==> src/rtl/calc_pkg.sv <==
// calc_pkg: shared widths, opcode map, key/state enums and operand-range
// helpers for the calculator command sequencer.
package calc_pkg;

    localparam int unsigned OPCODE_LENGTH = 5;
    localparam int unsigned NUM_LENGTH    = 9;
    localparam int unsigned RESULT_WIDTH  = 32;

    // Signed operand range the ALU accepts (-256..255 for 9 bits)
    localparam int NUM_MAX = (1 << (NUM_LENGTH - 1)) - 1;
    localparam int NUM_MIN = -(NUM_MAX + 1);

    // Binary operations
    localparam logic [OPCODE_LENGTH-1:0] OP_ADD      = 5'b00000;
    localparam logic [OPCODE_LENGTH-1:0] OP_SUB      = 5'b00001;
    localparam logic [OPCODE_LENGTH-1:0] OP_MUL      = 5'b00010;
    localparam logic [OPCODE_LENGTH-1:0] OP_DIV      = 5'b00011;
    localparam logic [OPCODE_LENGTH-1:0] OP_MOD      = 5'b01011;
    // Unary operations
    localparam logic [OPCODE_LENGTH-1:0] OP_SQUARE   = 5'b00100;
    localparam logic [OPCODE_LENGTH-1:0] OP_CUBE     = 5'b00101;
    localparam logic [OPCODE_LENGTH-1:0] OP_SQRT     = 5'b00110;
    localparam logic [OPCODE_LENGTH-1:0] OP_NEG      = 5'b00111;
    localparam logic [OPCODE_LENGTH-1:0] OP_ABS      = 5'b01000;
    localparam logic [OPCODE_LENGTH-1:0] OP_INC      = 5'b01001;
    localparam logic [OPCODE_LENGTH-1:0] OP_DEC      = 5'b01010;
    localparam logic [OPCODE_LENGTH-1:0] OP_FACT     = 5'b01100;
    localparam logic [OPCODE_LENGTH-1:0] OP_RECIP    = 5'b01101;
    localparam logic [OPCODE_LENGTH-1:0] OP_LOG      = 5'b01110;
    localparam logic [OPCODE_LENGTH-1:0] OP_PI       = 5'b01111;
    // Memory operations, handled locally
    localparam logic [OPCODE_LENGTH-1:0] OP_MEM_ADD  = 5'b10001;
    localparam logic [OPCODE_LENGTH-1:0] OP_MEM_SUB  = 5'b10010;
    localparam logic [OPCODE_LENGTH-1:0] OP_MEM_LOAD = 5'b10100;
    localparam logic [OPCODE_LENGTH-1:0] OP_MEM_CLR  = 5'b11000;

    typedef enum logic [1:0] {
        KEY_DIGIT = 2'b00,
        KEY_OP    = 2'b01,
        KEY_EQ    = 2'b10,
        KEY_CLR   = 2'b11
    } key_type_e;

    typedef enum logic [2:0] {
        ENTRY_A = 3'd0,
        ENTRY_B = 3'd1,
        EXEC    = 3'd2,
        RESULT  = 3'd3,
        ERROR   = 3'd4
    } state_e;

    function automatic logic is_digit(input logic [OPCODE_LENGTH-1:0] d);
        return d <= OPCODE_LENGTH'(9);
    endfunction

    function automatic logic is_binary(input logic [OPCODE_LENGTH-1:0] op);
        return op inside {OP_ADD, OP_SUB, OP_MUL, OP_DIV, OP_MOD};
    endfunction

    // Unary ops and Pi issue immediately with B = 0
    function automatic logic is_unary(input logic [OPCODE_LENGTH-1:0] op);
        return ((op >= OP_SQUARE) && (op <= OP_DEC)) ||
               ((op >= OP_FACT) && (op <= OP_PI));
    endfunction

    function automatic logic in_num_range(input logic signed [RESULT_WIDTH-1:0] v);
        return (v >= RESULT_WIDTH'(NUM_MIN)) && (v <= RESULT_WIDTH'(NUM_MAX));
    endfunction

endpackage

==> src/rtl/dec_entry_accum.sv <==
// dec_entry_accum: decimal operand accumulator.
// Ports: clk/rst (sync active-high); clr zeroes; load_en/load_val loads a
// value; digit_en/digit appends a decimal digit (restart uses 0 as the base);
// acc is the held operand, acc_nxt_c its combinational next value.
// Priority: clr > load > digit. Digits > 9 or results outside the operand
// range are dropped with acc held.
module dec_entry_accum
    import calc_pkg::*;
(
    input  logic                          clk,
    input  logic                          rst,
    input  logic                          clr,
    input  logic                          restart,
    input  logic                          digit_en,
    input  logic [OPCODE_LENGTH-1:0]      digit,
    input  logic                          load_en,
    input  logic signed [NUM_LENGTH-1:0]  load_val,
    output logic signed [NUM_LENGTH-1:0]  acc,
    output logic signed [NUM_LENGTH-1:0]  acc_nxt_c
);

    localparam logic signed [RESULT_WIDTH-1:0] TEN = RESULT_WIDTH'(10);

    logic signed [RESULT_WIDTH-1:0] base_w;
    logic signed [RESULT_WIDTH-1:0] cand_w;

    // Candidate value computed wide so overflow is detectable before truncation
    always_comb begin
        base_w    = restart ? '0 : RESULT_WIDTH'(acc);
        cand_w    = (base_w * TEN) + $signed(RESULT_WIDTH'(digit));
        acc_nxt_c = acc;
        if (clr) begin
            acc_nxt_c = '0;
        end else if (load_en) begin
            acc_nxt_c = load_val;
        end else if (digit_en && is_digit(digit) && in_num_range(cand_w)) begin
            acc_nxt_c = NUM_LENGTH'(cand_w);
        end
    end

    always_ff @(posedge clk) begin
        if (rst) begin
            acc <= '0;
        end else begin
            acc <= acc_nxt_c;
        end
    end

endmodule

==> src/rtl/calc_op_sequencer.sv <==
// calc_op_sequencer: keypad-side command sequencer for the calculator ALU.
// Accepts key tokens (valid/ready), builds operands A/B, issues registered
// opcode/operand pairs to the ALU, captures the ALU result for display and
// owns the memory register.
// Ports: clk, rst (sync active-high); key_valid/key_ready/key_type/key_data
// token input; alu_opcode/alu_num_a/alu_num_b to the ALU, alu_result back;
// disp_value/disp_valid display; mem_value memory; error sticky flag.
// Build option: define CALC_SEQ_MEMORY_EN to enable the memory register and
// its opcodes; otherwise mem_value is 0 and memory opcodes are ignored.
module calc_op_sequencer
    import calc_pkg::*;
(
    input  logic                            clk,
    input  logic                            rst,
    input  logic                            key_valid,
    output logic                            key_ready,
    input  logic [1:0]                      key_type,
    input  logic [OPCODE_LENGTH-1:0]        key_data,
    output logic [OPCODE_LENGTH-1:0]        alu_opcode,
    output logic signed [NUM_LENGTH-1:0]    alu_num_a,
    output logic signed [NUM_LENGTH-1:0]    alu_num_b,
    input  logic signed [RESULT_WIDTH-1:0]  alu_result,
    output logic signed [RESULT_WIDTH-1:0]  disp_value,
    output logic                            disp_valid,
    output logic signed [RESULT_WIDTH-1:0]  mem_value,
    output logic                            error
);

    state_e    state, state_nxt;
    key_type_e ktype;

    logic tok, is_dig, is_bin, is_un, is_eq, is_clr;
    logic is_madd, is_msub, is_mload, is_mclr;
    logic entry_st, res_fits, mem_fits, div_zero;

    logic signed [RESULT_WIDTH-1:0] mem_q;
    logic signed [NUM_LENGTH-1:0]   a_q, b_q, a_nxt_c, b_nxt_c;
    logic signed [NUM_LENGTH-1:0]   res_num, mem_num, load_val;
    logic a_clr, a_restart, a_digit, a_load;
    logic b_clr, b_digit, b_load;

    logic                           issue;
    logic [OPCODE_LENGTH-1:0]       issue_op, op_latch, op_latch_nxt;
    logic signed [NUM_LENGTH-1:0]   issue_a, issue_b;
    logic signed [RESULT_WIDTH-1:0] disp_nxt;
    logic                           disp_valid_nxt;

    // Token decode
    assign ktype    = key_type_e'(key_type);
    assign tok      = key_valid && key_ready;
    assign is_dig   = tok && (ktype == KEY_DIGIT) && is_digit(key_data);
    assign is_bin   = tok && (ktype == KEY_OP) && is_binary(key_data);
    assign is_un    = tok && (ktype == KEY_OP) && is_unary(key_data);
    assign is_eq    = tok && (ktype == KEY_EQ);
    assign is_clr   = tok && (ktype == KEY_CLR);
    // States in which operand/operator/memory tokens take effect
    assign entry_st = state inside {ENTRY_A, ENTRY_B, RESULT};
    // disp_value holds the last result while in RESULT
    assign res_num  = NUM_LENGTH'(disp_value);
    assign res_fits = in_num_range(disp_value);
    assign mem_num  = NUM_LENGTH'(mem_q);
    assign mem_fits = in_num_range(mem_q);
    assign div_zero = ((op_latch == OP_DIV) || (op_latch == OP_MOD)) && (b_q == '0);

`ifdef CALC_SEQ_MEMORY_EN
    assign is_madd  = tok && (ktype == KEY_OP) && (key_data == OP_MEM_ADD);
    assign is_msub  = tok && (ktype == KEY_OP) && (key_data == OP_MEM_SUB);
    assign is_mload = tok && (ktype == KEY_OP) && (key_data == OP_MEM_LOAD);
    assign is_mclr  = tok && (ktype == KEY_OP) && (key_data == OP_MEM_CLR);

    // Memory register; arithmetic wraps at RESULT_WIDTH
    always_ff @(posedge clk) begin
        if (rst) begin
            mem_q <= '0;
        end else if (entry_st) begin
            if (is_madd) begin
                mem_q <= mem_q + disp_value;
            end else if (is_msub) begin
                mem_q <= mem_q - disp_value;
            end else if (is_mclr) begin
                mem_q <= '0;
            end
        end
    end
`else
    assign is_madd  = 1'b0;
    assign is_msub  = 1'b0;
    assign is_mload = 1'b0;
    assign is_mclr  = 1'b0;
    assign mem_q    = '0;
`endif

    assign mem_value = mem_q;

    // State register
    always_ff @(posedge clk) begin
        if (rst) begin
            state <= ENTRY_A;
        end else begin
            state <= state_nxt;
        end
    end

    // Next-state logic
    always_comb begin
        state_nxt = state;
        if (state == EXEC) begin
            state_nxt = RESULT;
        end else if (is_clr) begin
            state_nxt = ENTRY_A;
        end else if (entry_st) begin
            if (is_dig && (state == RESULT)) begin
                state_nxt = ENTRY_A;
            end else if (is_bin) begin
                state_nxt = ((state == RESULT) && !res_fits) ? ERROR : ENTRY_B;
            end else if (is_un) begin
                state_nxt = ((state == RESULT) && !res_fits) ? ERROR : EXEC;
            end else if (is_eq && (state == ENTRY_B)) begin
                state_nxt = div_zero ? ERROR : EXEC;
            end else if (is_mload) begin
                if (!mem_fits) begin
                    state_nxt = ERROR;
                end else if (state == RESULT) begin
                    state_nxt = ENTRY_A;
                end
            end
        end
    end

    // Output / datapath control
    always_comb begin
        a_clr          = 1'b0;
        a_restart      = 1'b0;
        a_digit        = 1'b0;
        a_load         = 1'b0;
        b_clr          = 1'b0;
        b_digit        = 1'b0;
        b_load         = 1'b0;
        load_val       = '0;
        issue          = 1'b0;
        issue_op       = key_data;
        issue_a        = a_q;
        issue_b        = '0;
        op_latch_nxt   = op_latch;
        disp_nxt       = disp_value;
        disp_valid_nxt = 1'b0;

        if (state == EXEC) begin
            disp_nxt       = alu_result;
            disp_valid_nxt = 1'b1;
        end else if (is_clr) begin
            a_clr        = 1'b1;
            b_clr        = 1'b1;
            op_latch_nxt = '0;
            disp_nxt     = '0;
        end else if (entry_st) begin
            if (is_dig) begin
                if (state == ENTRY_B) begin
                    b_digit  = 1'b1;
                    disp_nxt = RESULT_WIDTH'(b_nxt_c);
                end else begin
                    a_digit   = 1'b1;
                    a_restart = (state == RESULT);
                    disp_nxt  = RESULT_WIDTH'(a_nxt_c);
                end
            end else if (is_bin) begin
                if ((state != RESULT) || res_fits) begin
                    op_latch_nxt = key_data;
                    b_clr        = 1'b1;
                    if (state == RESULT) begin
                        a_load   = 1'b1;
                        load_val = res_num;
                    end
                end
            end else if (is_un) begin
                if ((state != RESULT) || res_fits) begin
                    issue = 1'b1;
                    if (state == RESULT) begin
                        a_load   = 1'b1;
                        load_val = res_num;
                        issue_a  = res_num;
                    end
                end
            end else if (is_eq && (state == ENTRY_B) && !div_zero) begin
                issue    = 1'b1;
                issue_op = op_latch;
                issue_b  = b_q;
            end else if (is_mload && mem_fits) begin
                load_val = mem_num;
                disp_nxt = mem_q;
                if (state == ENTRY_B) begin
                    b_load = 1'b1;
                end else begin
                    a_load = 1'b1;
                end
            end
        end
    end

    // Registered outputs
    always_ff @(posedge clk) begin
        if (rst) begin
            key_ready  <= 1'b1;
            error      <= 1'b0;
            disp_value <= '0;
            disp_valid <= 1'b0;
            op_latch   <= '0;
            alu_opcode <= '0;
            alu_num_a  <= '0;
            alu_num_b  <= '0;
        end else begin
            key_ready  <= (state_nxt != EXEC);
            error      <= (state_nxt == ERROR);
            disp_value <= disp_nxt;
            disp_valid <= disp_valid_nxt;
            op_latch   <= op_latch_nxt;
            if (issue) begin
                alu_opcode <= issue_op;
                alu_num_a  <= issue_a;
                alu_num_b  <= issue_b;
            end
        end
    end

    dec_entry_accum u_acc_a (
        .clk       (clk),
        .rst       (rst),
        .clr       (a_clr),
        .restart   (a_restart),
        .digit_en  (a_digit),
        .digit     (key_data),
        .load_en   (a_load),
        .load_val  (load_val),
        .acc       (a_q),
        .acc_nxt_c (a_nxt_c)
    );

    dec_entry_accum u_acc_b (
        .clk       (clk),
        .rst       (rst),
        .clr       (b_clr),
        .restart   (1'b0),
        .digit_en  (b_digit),
        .digit     (key_data),
        .load_en   (b_load),
        .load_val  (load_val),
        .acc       (b_q),
        .acc_nxt_c (b_nxt_c)
    );

endmodule

==> config.mk <==
export PLATFORM = sky130hd
export DESIGN_NAME = calc_op_sequencer
export DESIGN_NICKNAME = d
export VERILOG_FILES = /design/src/rtl/calc_pkg.sv /design/src/rtl/dec_entry_accum.sv /design/src/rtl/calc_op_sequencer.sv
export SDC_FILE = /design/constraint.sdc
export NUM_CORES = 1
export LEC_CHECK = 0
export CAP_MARGIN = 20
export CORE_MARGIN = 3
export CORE_UTILIZATION = 54
export CTS_BUF_LIST = sky130_fd_sc_hd__clkbuf_2
export CTS_CLUSTER_DIAMETER = 40
export CTS_CLUSTER_SIZE = 40
export DETAILED_ROUTE_END_ITERATION = 16
export PLACE_DENSITY = 0.83
export SETUP_SLACK_MARGIN = 0.05
export SYNTH_ARGS = -nofsm -noshare
export SYNTH_HDL_FRONTEND = slang
export SYNTH_SLANG_ARGS = --single-unit
export TNS_END_PERCENT = 1
==> constraint.sdc <==
create_clock -name clk -period 8.9 [get_ports clk]
set_input_delay 1.78 -clock clk [delete_from_list [all_inputs] [get_ports clk]]
set_output_delay 1.78 -clock clk [all_outputs]
set_load 0.005 [all_outputs]
### Word-level counts from Yosys, hierarchy flattened

Cells that the tools add are included.

* bits in registers: 84
* output and inout bits: 90
* word-level logic and storage cells: 178

* add/subtract/negate cells: 2
* multipliers: 2
* $lt $le $gt $ge: 11
* equality and inequality tests: 16
* multiplexer cells: 95
* bitwise gates (word level): 1
* reductions and logical operators: 40

Operators by type and width (count)
* 9-bit 2-to-1 mux: 28
* 32-bit 2-to-1 mux: 6
* 32-bit by 9-bit >= comparator with 1-bit output (second input constant): 3
* 32-bit by 9-bit less-or-equal comparator with 1-bit output (second input constant): 3
* 32-bit by 6-bit adder with 32-bit output: 2
* 5-bit 2-to-1 mux: 12
* 1-bit 2-to-1 mux: 39
* 32-bit by 4-bit multiplier with 31-bit output (second input constant): 1
* 3-bit 2-to-1 mux: 10
* 1-bit logical AND: 22
* 5-bit by 2-bit == test with 1-bit output (second input constant): 3
* 5-bit by 4-bit less-or-equal comparator with 1-bit output (second input constant): 3
* 9-bit by 4-bit multiplier with 13-bit output (second input constant): 1
* 5-bit by 4-bit == test with 1-bit output (second input constant): 2
* 9-bit zero test: 1
* 3-bit nonzero test: 3
* 3-bit by 2-bit == test with 1-bit output (second input constant): 2
* 3-bit by 2-bit inequality test with 1-bit output (second input constant): 2
* 2-bit nonzero test: 3
* 5-bit by 1-bit == test with 1-bit output (second input constant): 1
* 5-bit by 3-bit >= comparator with 1-bit output (second input constant): 1
* 5-bit by 4-bit >= comparator with 1-bit output (second input constant): 1
* 5-bit zero test: 1
* 5-bit AND reduction: 1
* 12 further kinds: 16

### Longest topological paths before layout

Gate-level depths: netlist of run 1.

* depth in word-level cells: 21
* mapped depth: 26
* gate-level depth less buffers: 22

### Modules after synthesis

From an unflattened synthesis of run 1, not the netlist that was laid out.

* cell total of the unflattened synthesis: 946
* area, all modules: 7333.3 µm²

By module, submodules not included
* calc_op_sequencer: instances 1, cells an instance 390, area an instance 3299.4 µm², seq. area each 1321.3 µm²
* dec_entry_accum at u_acc_a: instances 1, cells an instance 277, area an instance 2042.0 µm², seq. area each 180.2 µm²
* dec_entry_accum at u_acc_b: instances 1, cells an instance 279, area an instance 1991.9 µm², seq. area each 180.2 µm²

### Worst setup path after synthesis of run 1

Ideal clock, no wire load.

* kind: in2reg
* start point: in key_data[2]
* end point: reg u_acc_a.acc[5]
* arrival time: 7.659 ns
* required time: 8.766 ns
* setup slack: 1.107 ns
* stages: 23
* cell sequence: buf_2 o21a_1 or4_4 buf_6 and2_1 ha_1 ha_1 inv_1 fa_1 nand2b_1 a21o_1 a21o_1 or2_2 ha_1 or4_1 a211oi_1 nand4_1 nor3_1 xor2_1 or4_4 o32ai_4 mux2i_1 o22ai_1

* word-level cells in the longest chain between the ends: 15

RTL lines
* start: declaration: RTL line calc_op_sequencer.sv:18 `input logic [OPCODE_LENGTH-1:0] key_data,`
* 5-bit by 4-bit less-or-equal comparator with 1-bit output: RTL line calc_pkg.sv:53 `return d <= OPCODE_LENGTH'(9);`
* 1-bit logical AND: RTL line calc_op_sequencer.sv:51 `assign is_dig = tok && (ktype == KEY_DIGIT) && is_digit(key_data);`
* 1-bit 2-to-1 mux: RTL line calc_op_sequencer.sv:157 `if (is_dig) begin`
* 1-bit 2-to-1 mux: RTL line calc_op_sequencer.sv:156 `end else if (entry_st) begin`
* 1-bit 2-to-1 mux: RTL line calc_op_sequencer.sv:151 `end else if (is_clr) begin`
* 1-bit 2-to-1 mux: RTL line calc_op_sequencer.sv:148 `if (state == EXEC) begin`
* 32-bit 2-to-1 mux: RTL line dec_entry_accum.sv:29 `base_w = restart ? '0 : RESULT_WIDTH'(acc);`
* 32-bit by 4-bit multiplier with 31-bit output: RTL line dec_entry_accum.sv:30 `cand_w = (base_w * TEN) + $signed(RESULT_WIDTH'(digit));`
* 32-bit by 6-bit adder with 32-bit output: RTL line dec_entry_accum.sv:30
* 32-bit by 9-bit >= comparator with 1-bit output or 32-bit by 9-bit less-or-equal comparator with 1-bit output (tied branches): RTL line calc_pkg.sv:67 `return (v >= RESULT_WIDTH'(NUM_MIN)) && (v <= RESULT_WIDTH'(NUM_MAX));`
* 1-bit logical AND: RTL line calc_pkg.sv:67
* 1-bit logical AND: RTL line dec_entry_accum.sv:36 `end else if (digit_en && is_digit(digit) && in_num_range(cand_w)) begin`
* 9-bit 2-to-1 mux: RTL line dec_entry_accum.sv:36
* 9-bit 2-to-1 mux (*): RTL line dec_entry_accum.sv:34 `end else if (load_en) begin`
* 9-bit 2-to-1 mux (*): RTL line dec_entry_accum.sv:32 `if (clr) begin`
* end signal: assignment: RTL line dec_entry_accum.sv:45 `acc <= acc_nxt_c;`
* end: declaration: RTL line dec_entry_accum.sv:18 `output logic signed [NUM_LENGTH-1:0] acc,`

Every way passes the cells marked *; elsewhere a longest branch is shown, timed or not.
A chain may end at the register's enable or synchronous reset.

### Worst setup path in the final report of run 1

* start point: in key_data[4]
* end point: reg u_acc_a.acc[1]

The elaborated chain is that of the path after synthesis.

==> results by group, run 1 <==
Outcome
  • Outcome: finished clean

STA
  • Achievable frequency: 121.9 MHz
  • Worst clock skew on the final layout: 0.02541 ns
  • Period Utilization, post-route: 0.9214
  • Minimum clock period after layout: 8.201 ns
  • Max-slew violations: 0
  • Final hold viol count: 0
  • Slew margin rel.: 0.4035
  • Finish-stage setup viols: 0
  • Actual slew at the worst max-slew pin: 0.8915 ns
  • Aggregate negative setup slack: 0 ns
  • Setup repair after global routing missed its margin: no
  • Final worst setup slack: 0.6993 ns
  • Worst hold margin: 0.4620 ns

Clock tree
  • CTS Hold Buffers Added: 0
  • TritonCTS clock tree: yes
  • Post-CTS setup buffers: 0
  • Number of levels the H-tree was split into: 3
  • Worst-case clock buffer depth: 2
  • Clock buffers created by TritonCTS: 9
  • Clock root cell: clkbuf_2
  • Later-pin clock latency in the skew report: 0.58 ns
  • Clock transition time at the flip-flop clock pins of the worst setup and hold paths: 0.27 ns
  • Count of clock tree sinks: 84
  • CTS-repair resized insts: 0

Synthesis
  • Top post-synthesis cells by count: nor2_1, dfxtp_1, nand2_1
  • Share of flip-flops with an asynchronous set or reset after synthesis: 0
  • Sequential element share of the synthesized area: 0.2574
  • Largest cells by area after synthesis: dfxtp_1, ha_1, a211oi_1
  • Share of the synthesized area in the top cell type: 0.2574
  • Area leader, netlist: dfxtp_1
  • EDFF count, synth: 0
  • Synthesized instance count: 811
  • Area of the mapped netlist: 6533 um^2
  • Most common cell in the netlist: nor2_1
  • Yosys reg bits: 84
  • Synth cell types: 82
  • Yosys warning total: 0
  • Ys flop type: dfxtp_1
  • Average instance area after synthesis: 8.055 um^2

Critical path
  • Crit Reg-Reg Startpoint: state[2]
  • Category of the most critical setup path: in -> reg
  • Worst r2r dst: u_acc_a.acc[1]
  • End point of the critical path: u_acc_a.acc[1]
  • Critical path arrival: 8.68 ns
  • Crit start category: input pin
  • Critical path capture point type: flip-flop
  • Critical path fanouts, max: 11
  • Cell depth of the worst flop-to-flop path: 22
  • Worst reg-to-reg setup slack: 1.88 ns
  • Critical path startpoint: key_data[4]
  • Required arrival time at the worst endpoint: 9.38 ns

Global route
  • Number of antenna violations at the first check in global routing: 0
  • Global Route Usage Sum: 0.2725
  • Number of global-route vias before repair: 5900
  • Global-route wire length before repair: 29570 um
  • Maximum number of pins on one net before global-route repair: 66
  • Residual overflow from global routing: 0

Power and ir drop
  • Power dissipated by switching net loads: 0.2403 mW
  • Proportion of power drawn by flip-flops and latches: 0.528
  • Pleak: 2.922 nW
  • VDD IR max: 0.07539 mV
  • Relative contribution of the clock network to total power: 0.286
  • Internal power: 0.5364 mW
  • Pwr Density: 101.4 nW/um^2
  • Switching part of the total: 0.3094
  • Logic pwr share: 0.187

Cells and area
  • Ratio of cells with drive above 1 in the final layout: 0.07238
  • Nets: 984
  • Area taken by multi-input logic gates: 4469 um^2
  • Final Instance Area: 7662 um^2
  • Reg area: 1682 um^2
  • Utilization after layout: 0.6598
  • Growth of design area from synthesis to finish: 17.30%
  • Layout filler cell count: 1012
  • ANT cells: 0

Floorplan
  • Core region area: 11610 um^2
  • Placement row count: 39
  • Area of the die: 13450 um^2
  • Die outline width: 116.0 um
  • Effective utilization at floorplan: 0.5625
  • Number of top-level design ports: 132
  • Chip height: 116.0 um

Placed design
  • Final RePlAce weighted congestion: 0.9792
  • Worst setup timing slack at the placement stage: 0.1761 ns
  • Area after DPL: 7520 um^2
  • Detailed placer's ending HPWL: 13780 um
  • I/O Buffers: 99

Route
  • Remaining design rule violation count: 0
  • Count of vias placed by the detailed router: 6386
  • Number of antenna-violating nets in the routed design: 0
  • First drt pass iteration count: 5
  • Sum of routed wire length over all layers: 18550 um
  • Number of vias per cell after detailed routing: 6.134
  • Drt wl/cell: 17.82 um
  • Detailed router's first-iteration violation count: 670

Min path
  • Hold Path Depth: 2
  • Type of the tightest min-delay check: reg -> reg

Run
  • Max-cap check violation count: 0
worst min path at each step:
stage                start     endpoint  slack, ns
2_1_floorplan  op_latch[4]  op_latch[4]       0.42
3_3_place_gp   op_latch[2]  op_latch[2]       0.44
3_5_place_dp   op_latch[2]  op_latch[2]       0.43
4_1_cts        op_latch[2]  op_latch[2]       0.46
5_1_grt        op_latch[2]  op_latch[2]       0.48
6_report       op_latch[2]  op_latch[2]       0.46
flip-flops by register name (all words and copies together) (netlist names):
register,count
u_acc_b.acc,9
disp_valid,1
key_ready,1
u_acc_a.acc,9
error,1
alu_opcode,5
disp_value,32
alu_num_a,9
op_latch,5
alu_num_b,9
state,3
power by group through the flow:
stage	clock [mW]	combinational (mW)	sequential, mW
4_1_cts	0.225	0.143	0.410
3_5_place_dp	0	0.142	0.417
5_1_grt	0.245	0.158	0.413
2_1_floorplan	0	0.0810	0.414
3_3_place_gp	0	0.140	0.416
6_report	0.222	0.145	0.410
cell families after synthesis:
kind of cell | count (synthesis) | share of synthesized area
compound gates | 186 | 0.2170
mux | 24 | 0.03716
fa+ha+maj | 49 | 0.09730
xor+xnor | 29 | 0.03888
buf+inv | 95 | 0.07757
other cells | 1 | 0.0005741
flops | 84 | 0.2574
simple gates | 343 | 0.2741
cell usage in the layout (no fill, tap or decap), types with 9 or more instances in the layout:
master,instances
clkdlybuf4s50_1,98
nor2_1,95
dfxtp_1,84
nand2_1,81
a211oi_1,48
ha_1,46
conb_1,32
a21oi_1,22
mux2i_1,22
inv_1,20
o21ai_0,20
nor3_1,20
nand3_1,17
xnor2_1,16
nor4_1,15
nand4_1,15
xor2_1,13
nand4b_1,12
buf_4,12
o22ai_1,11
and2_1,10
a22oi_1,10
or3_1,9
clkbuf_2,9
metal layers:
layer	part of all wire	routed length, um	GRT usage
met5	0	0	0
met4	0.022	412	0.08739
met3	0.067	1241	0.05431
met2	0.47	8727	0.4361
met1	0.44	8170	0.3700
metrics by stage:
step	total power [mW]	std cells
2_1_floorplan	0.4950	842
3_3_place_gp	0.5564	1023
3_5_place_dp	0.5590	1024
4_1_cts	0.7776	1040
5_1_grt	0.8163	1041
6_report	0.7767	1041
final cells by class:
type,count,share of cell area
Multi-Input combinational cell,663,0.5833
Sequential cell,84,0.2195
Timing Repair Buffer,114,0.1470
Tap cell,143,0.02335
Clock inverter,7,0.01078
Inverter,21,0.01029
Clock buffer,9,0.005879
critical path, stage by stage:
cell	delay [ns]
clkdlybuf4s50_1	0.47
nand4bb_1	0.29
or4_4	0.61
and2_1	0.22
ha_1	0.28
ha_1	0.20
inv_1	0.07
fa_1	0.48
nand2b_1	0.22
a21o_1	0.19
a21o_1	0.24
or2_2	0.31
ha_1	0.35
or4_1	0.61
a211oi_1	0.36
nand4_1	0.15
nor3_1	0.19
xor2_1	0.15
or4_4	0.58
o32ai_4	0.26
buf_4	0.25
mux2i_1	0.28
a211oi_1	0.11
No activity file was read; power rests on OpenSTA's default activity.
==> run 2: changes to the inputs <==
Settings changed: ABC_AREA set to 1, CORE_UTILIZATION 54 to 55, PLACE_DENSITY 0.83 to 0.84.
==> results by group, run 2 <==
Cells and area
  • Highest-count cells in the layout ignoring fill and taps: nand2_1, inv_1, clkdlybuf4s50_1
  • Register bank with the most flops: disp_value
  • Commonest non-fill, non-tap cell in the layout: nand2_1
  • Max reg flops: 32
  • Nets: 1227
  • Ratio of cells with drive above 1 in the final layout: 0.09290
  • Growth of design area from synthesis to finish: 15.49%

Synthesis
  • Simple-gate share of the synthesized area: 0.3475
  • Adder and majority cell fraction of the synthesized area: 0.09047
  • Yosys warning total: 0
  • Synthesized instance count: 1051
  • Yosys reg bits: 84
  • Dominant combinational cell family by area after synthesis: simple AND/OR/NAND/NOR gates
  • EDFF count, synth: 0
  • Area leader, netlist: dfxtp_1
  • Synthesized-area fraction occupied by xor and xnor cells: 0.02618
  • Area fraction in compound gates after synthesis: 0.1729
  • Area of the mapped netlist: 7025 um^2
  • Top post-synthesis cells by count: nand2_1, inv_1, nor2_1
  • Most common cell in the netlist: nand2_1
  • Average instance area after synthesis: 6.685 um^2
  • Largest cells by area after synthesis: dfxtp_1, nand2_1, ha_1
  • Post-synthesis mux area share: 0
  • Sequential element share of the synthesized area: 0.2394
  • Ys flop type: dfxtp_1
  • Synth cell types: 44
  • Share of the synthesized area in the top cell type: 0.2394
  • Share of flip-flops with an asynchronous set or reset after synthesis: 0

Clock tree
  • Worst-case clock buffer depth: 2
  • Post-CTS setup buffers: 0
  • Clock root cell: clkbuf_2
  • Clock buffers created by TritonCTS: 9
  • Count of clock tree sinks: 84
  • Clock transition time at the flip-flop clock pins of the worst setup and hold paths: 0.30 ns
  • CTS Hold Buffers Added: 0
  • Number of levels the H-tree was split into: 3
  • TritonCTS clock tree: yes
  • Later-pin clock latency in the skew report: 0.62 ns
  • CTS-repair resized insts: 0

STA
  • Finish-stage setup viols: 0
  • Worst clock skew on the final layout: 0.05600 ns
  • Max-slew violations: 0
  • Aggregate negative setup slack: 0 ns
  • Actual slew at the worst max-slew pin: 1.072 ns
  • Slew margin rel.: 0.2845
  • Achievable frequency: 139.7 MHz
  • Final hold viol count: 0
  • Setup repair after global routing missed its margin: no
  • Period Utilization, post-route: 0.8043
  • Worst hold margin: 0.4835 ns
  • Minimum clock period after layout: 7.158 ns

Global route
  • Number of antenna violations at the first check in global routing: 1
  • Number of global-route vias before repair: 6687
  • Global Route Usage Sum: 0.2735
  • Residual overflow from global routing: 0
  • Maximum number of pins on one net before global-route repair: 43
  • Global-route wire length before repair: 31950 um

Critical path
  • Critical path arrival: 7.70 ns
  • Crit start category: input pin
  • Most numerous cell on the critical path: nand3_1
  • Slowest Stage Delay on Critical Path: 0.62 ns
  • Critical path capture point type: flip-flop
  • CP max stage cell: clkdlybuf4s50_1
  • Critical path fanouts, max: 24
  • Cell family with the largest share of critical-path delay: simple AND/OR/NAND/NOR gates
  • Required arrival time at the worst endpoint: 9.44 ns
  • Category of the most critical setup path: in -> reg
  • Number of buffer and inverter stages on the critical path: 6

Power and ir drop
  • Relative contribution of the clock network to total power: 0.122
  • Pwr Density: 205.0 nW/um^2
  • Internal power: 0.8439 mW
  • Logic pwr share: 0.556
  • Switching part of the total: 0.4926
  • Proportion of power drawn by flip-flops and latches: 0.322
  • Pleak: 3.588 nW
  • VDD IR max: 0.2542 mV
  • Power dissipated by switching net loads: 0.8193 mW

Route
  • Remaining design rule violation count: 0
  • Number of antenna-violating nets in the routed design: 0
  • Count of vias placed by the detailed router: 7126
  • Detailed router's first-iteration violation count: 565
  • First drt pass iteration count: 5
  • Sum of routed wire length over all layers: 19900 um
  • Drt wl/cell: 15.19 um
  • Number of vias per cell after detailed routing: 5.440

Outcome
  • Outcome: finished clean

Placed design
  • I/O Buffers: 99
  • Final RePlAce weighted congestion: 0.9475
  • Detailed placer's ending HPWL: 15410 um

Floorplan
  • Core region area: 12260 um^2
  • Placement row count: 40
  • Effective utilization at floorplan: 0.5730
  • Number of top-level design ports: 132
  • Die outline width: 119.0 um
  • Chip height: 119.0 um
  • Area of the die: 14170 um^2

Run
  • Max-cap check violation count: 0

Min path
  • Type of the tightest min-delay check: reg -> reg
==> run 2: final timing paths <==
check,startpoint,endpoint,slack (ns),depth (start not counted)
max,key_data[2],disp_value[11],1.74,37
min,op_latch[2],op_latch[2],0.48,2
max reg2reg,key_ready,disp_value[11],3.08,35
min reg2reg,op_latch[2],op_latch[2],0.48,2
==> run 2: worst register-to-register path: cells and delay by family (launching register included) <==
kind                     cells  cell delay [ns]
flip-flops                   1             0.41
AO/OA/AOI/OAI                1             0.28
AND/OR/NAND/NOR             26             3.39
buffers and inverters        4             0.53
adder cells (fa/ha/maj)      4             1.18
==> run 2: cell type report <==
type,count,area (um^2)
clock inverter,7,71.32
clock buffer,9,45.04
multi-input combinational,811,4602
tap,168,210.2
timing repair buffer,104,1028
inverter,126,473.0
sequential,84,1682
fill,1100,4148
antenna,1,2.502
==> run 2: kinds of logic after synthesis <==
group	Yosys count
simple gates	529
buf+inv	187
flops	84
xor+xnor	21
other cells	1
compound gates	180
fa+ha+maj	49
==> run 2: through the flow <==
stage	power [mW]	worst slack [ns]	std cells	util	instance area (um^2)
floorplan	1.156	2.756	1082	-	7142
global placement	1.439	1.454	1293	0.6520	7995
detailed placement	1.449	1.228	1293	0.6520	7995
CTS	1.654	1.890	1309	0.6615	8112
global route	1.763	1.268	1310	0.6617	8114
finish	1.663	1.742	1310	0.6617	8114
==> run 2: routing by layer <==
| layer | vias up | part of all wire | GRT usage |
|---|---|---|---|
| met5 | - | 0 | 0 |
| met1 | 3239 | 0.45 | 0.3770 |
| met3 | 31 | 0.070 | 0.03846 |
| met2 | 272 | 0.46 | 0.4447 |
| li1 | 3584 | - | - |
| met4 | 0 | 0.019 | 0.08038 |
==> run 2: power by group through the flow <==
stage | registers [mW] | logic, mW | clock network (mW)
after floorplan | 0.522 | 0.633 | 0
after global placement | 0.537 | 0.902 | 0
after detailed placement | 0.537 | 0.912 | 0
after CTS | 0.530 | 0.917 | 0.207
after global routing | 0.543 | 1.00 | 0.220
final | 0.535 | 0.924 | 0.203
==> run 3: changes to the inputs <==
Settings changed: CORE_UTILIZATION 55 to 50, PLACE_DENSITY 0.84 to 0.8.
Clock period 8.9 ns to 6.1 ns, I/O delays scaled along.
==> results by group, run 3 (synthesis gave the netlist of run 2 again) <==
Floorplan
  • Number of top-level design ports: 132
  • Die outline width: 124.5 um
  • Placement row count: 42
  • Chip height: 124.5 um
  • Effective utilization at floorplan: 0.5202
  • Area of the die: 15510 um^2
  • Core region area: 13510 um^2

Critical path
  • Critical path capture point type: flip-flop
  • Required arrival time at the worst endpoint: 6.59 ns
  • End point of the critical path: disp_value[11]
  • Critical path startpoint: key_data[3]
  • Crit start category: input pin
  • Crit Reg-Reg Startpoint: u_acc_b.acc[1]
  • Worst reg-to-reg setup slack: 1.14 ns
  • Category of the most critical setup path: in -> reg
  • Number of buffer and inverter stages on the critical path: 7
  • Slowest Stage Delay on Critical Path: 0.55 ns
  • Cell family with the largest share of critical-path delay: simple AND/OR/NAND/NOR gates
  • Stages on the worst setup path: 38
  • Cell depth of the worst flop-to-flop path: 26
  • Critical path arrival: 6.13 ns
  • Worst r2r dst: disp_value[11]
  • CP max stage cell: clkdlybuf4s50_1
  • Critical path fanouts, max: 10

Clock tree
  • TritonCTS clock tree: yes
  • Later-pin clock latency in the skew report: 0.56 ns
  • Clock buffers created by TritonCTS: 9
  • Number of levels the H-tree was split into: 3
  • CTS Hold Buffers Added: 0
  • Count of clock tree sinks: 84
  • Clock transition time at the flip-flop clock pins of the worst setup and hold paths: 0.24 ns
  • Clock root cell: clkbuf_2
  • Worst-case clock buffer depth: 2

STA
  • Actual slew at the worst max-slew pin: 1.063 ns
  • Achievable frequency: 177.3 MHz
  • Setup repair after global routing missed its margin: no
  • Final hold viol count: 0
  • Period Utilization, post-route: 0.9245
  • Finish-stage setup viols: 0
  • Minimum clock period after layout: 5.640 ns
  • Worst clock skew on the final layout: 0.03408 ns
  • Slew margin rel.: 0.2903
  • Max-slew violations: 0

Route
  • First drt pass iteration count: 7
  • Sum of routed wire length over all layers: 20300 um
  • Number of antenna-violating nets in the routed design: 0
  • Number of vias per cell after detailed routing: 5.372
  • Count of vias placed by the detailed router: 7440
  • Drt wl/cell: 14.66 um
  • Detailed router's first-iteration violation count: 649
  • Remaining design rule violation count: 0

Cells and area
  • Final Instance Area: 8677 um^2
  • Register bank with the most flops: disp_value
  • Nets: 1294
  • Ratio of cells with drive above 1 in the final layout: 0.1482
  • Growth of design area from synthesis to finish: 23.51%
  • Max reg flops: 32
  • Commonest non-fill, non-tap cell in the layout: nand2_1
  • Layout filler cell count: 1233
  • Area taken by multi-input logic gates: 4626 um^2
  • Reg area: 1682 um^2
  • Highest-count cells in the layout ignoring fill and taps: nand2_1, inv_1, clkdlybuf4s50_1

Global route
  • Residual overflow from global routing: 0
  • Number of global-route vias before repair: 6889
  • Global-route wire length before repair: 33070 um
  • Global Route Usage Sum: 0.2536
  • Number of antenna violations at the first check in global routing: 1
  • Maximum number of pins on one net before global-route repair: 43

Power and ir drop
  • Pwr Density: 282.3 nW/um^2
  • Final Total Pwr: 2.449 mW
  • Pleak: 3.930 nW
  • VDD IR max: 0.4414 mV

Placed design
  • Area after DPL: 8538 um^2
  • Final RePlAce weighted congestion: 0.9886
  • I/O Buffers: 99
  • Detailed placer's ending HPWL: 16140 um

Run
  • Max-cap check violation count: 0

Min path
  • Type of the tightest min-delay check: reg -> reg

Outcome
  • Outcome: finished clean
-- run 3: cell count changes in the layout (fill, tap and decap cells not counted), sizes merged --
| cell | change |
|---|---|
| buf | +67 |
| dlymetal6s2s | +1 |
| clkinvlp | -1 |
| clkdlybuf4s50 | -1 |
| inv | +1 |
-- run 3: metal layers --
metal | GRT usage | vias up | wire, um
met2 | 0.4125 | 255 | 9486
met3 | 0.04074 | 40 | 1245
met5 | 0 | - | 0
met4 | 0.07608 | 0 | 487
met1 | 0.3458 | 3423 | 9085
li1 | - | 3722 | -
-- run 3: worst min path at each step --
stage	startpoint	endpoint	cells after the start
floorplan	op_latch[4]	op_latch[4]	2
global placement	op_latch[4]	op_latch[4]	2
detailed placement	op_latch[4]	op_latch[4]	2
CTS	op_latch[4]	op_latch[4]	2
global route	alu_num_b[0]	alu_num_b[0]	2
finish	alu_num_b[5]	alu_num_b[5]	2
-- run 3: worst register-to-register path, delay by kind of cell (launching register included) --
| family | cells | cell delay, ns |
|---|---|---|
| AOI/OAI and AO/OA | 4 | 0.74 |
| buffers and inverters | 2 | 0.23 |
| and+or+nand+nor | 16 | 2.28 |
| adders and majority gates | 4 | 1.20 |
| DFF | 1 | 0.45 |
-- run 3: cell type report --
class,count,area share
multi-input combinational,811,0.5331
sequential,84,0.1938
timing repair buffer,171,0.1811
inverter,126,0.05451
tap,176,0.02538
clock inverter,7,0.006633
clock buffer,9,0.005191
antenna,1,0.0002884
-- run 3: stage by stage --
step / TNS, ns / instances / worst slack, ns / util / hold slack (ns)
global route: 0 / 1385 / 0.07388 / 0.6425 / 0.5010
CTS: 0 / 1383 / 0.4224 / 0.6398 / 0.4791
finish: 0 / 1385 / 0.4605 / 0.6425 / 0.4783
floorplan: 0 / 1082 / 0.5156 / - / 0.4310
global placement: -1.840 / 1367 / -0.07825 / 0.6322 / 0.4430
detailed placement: -5.321 / 1367 / -0.1835 / 0.6322 / 0.4490
-- run 3: report_power, final --
group          switching [mW]  internal, mW  leakage (nW)
clock                   0.218        0.0614        0.0665
sequential              0.110         0.666         0.687
combinational           0.847         0.546          3.18
-- run 3: what timing repair did --
action,in CTS,in global routing
setup endpoints to repair,0,37
setup buffers,0,1
gates resized for setup,0,8
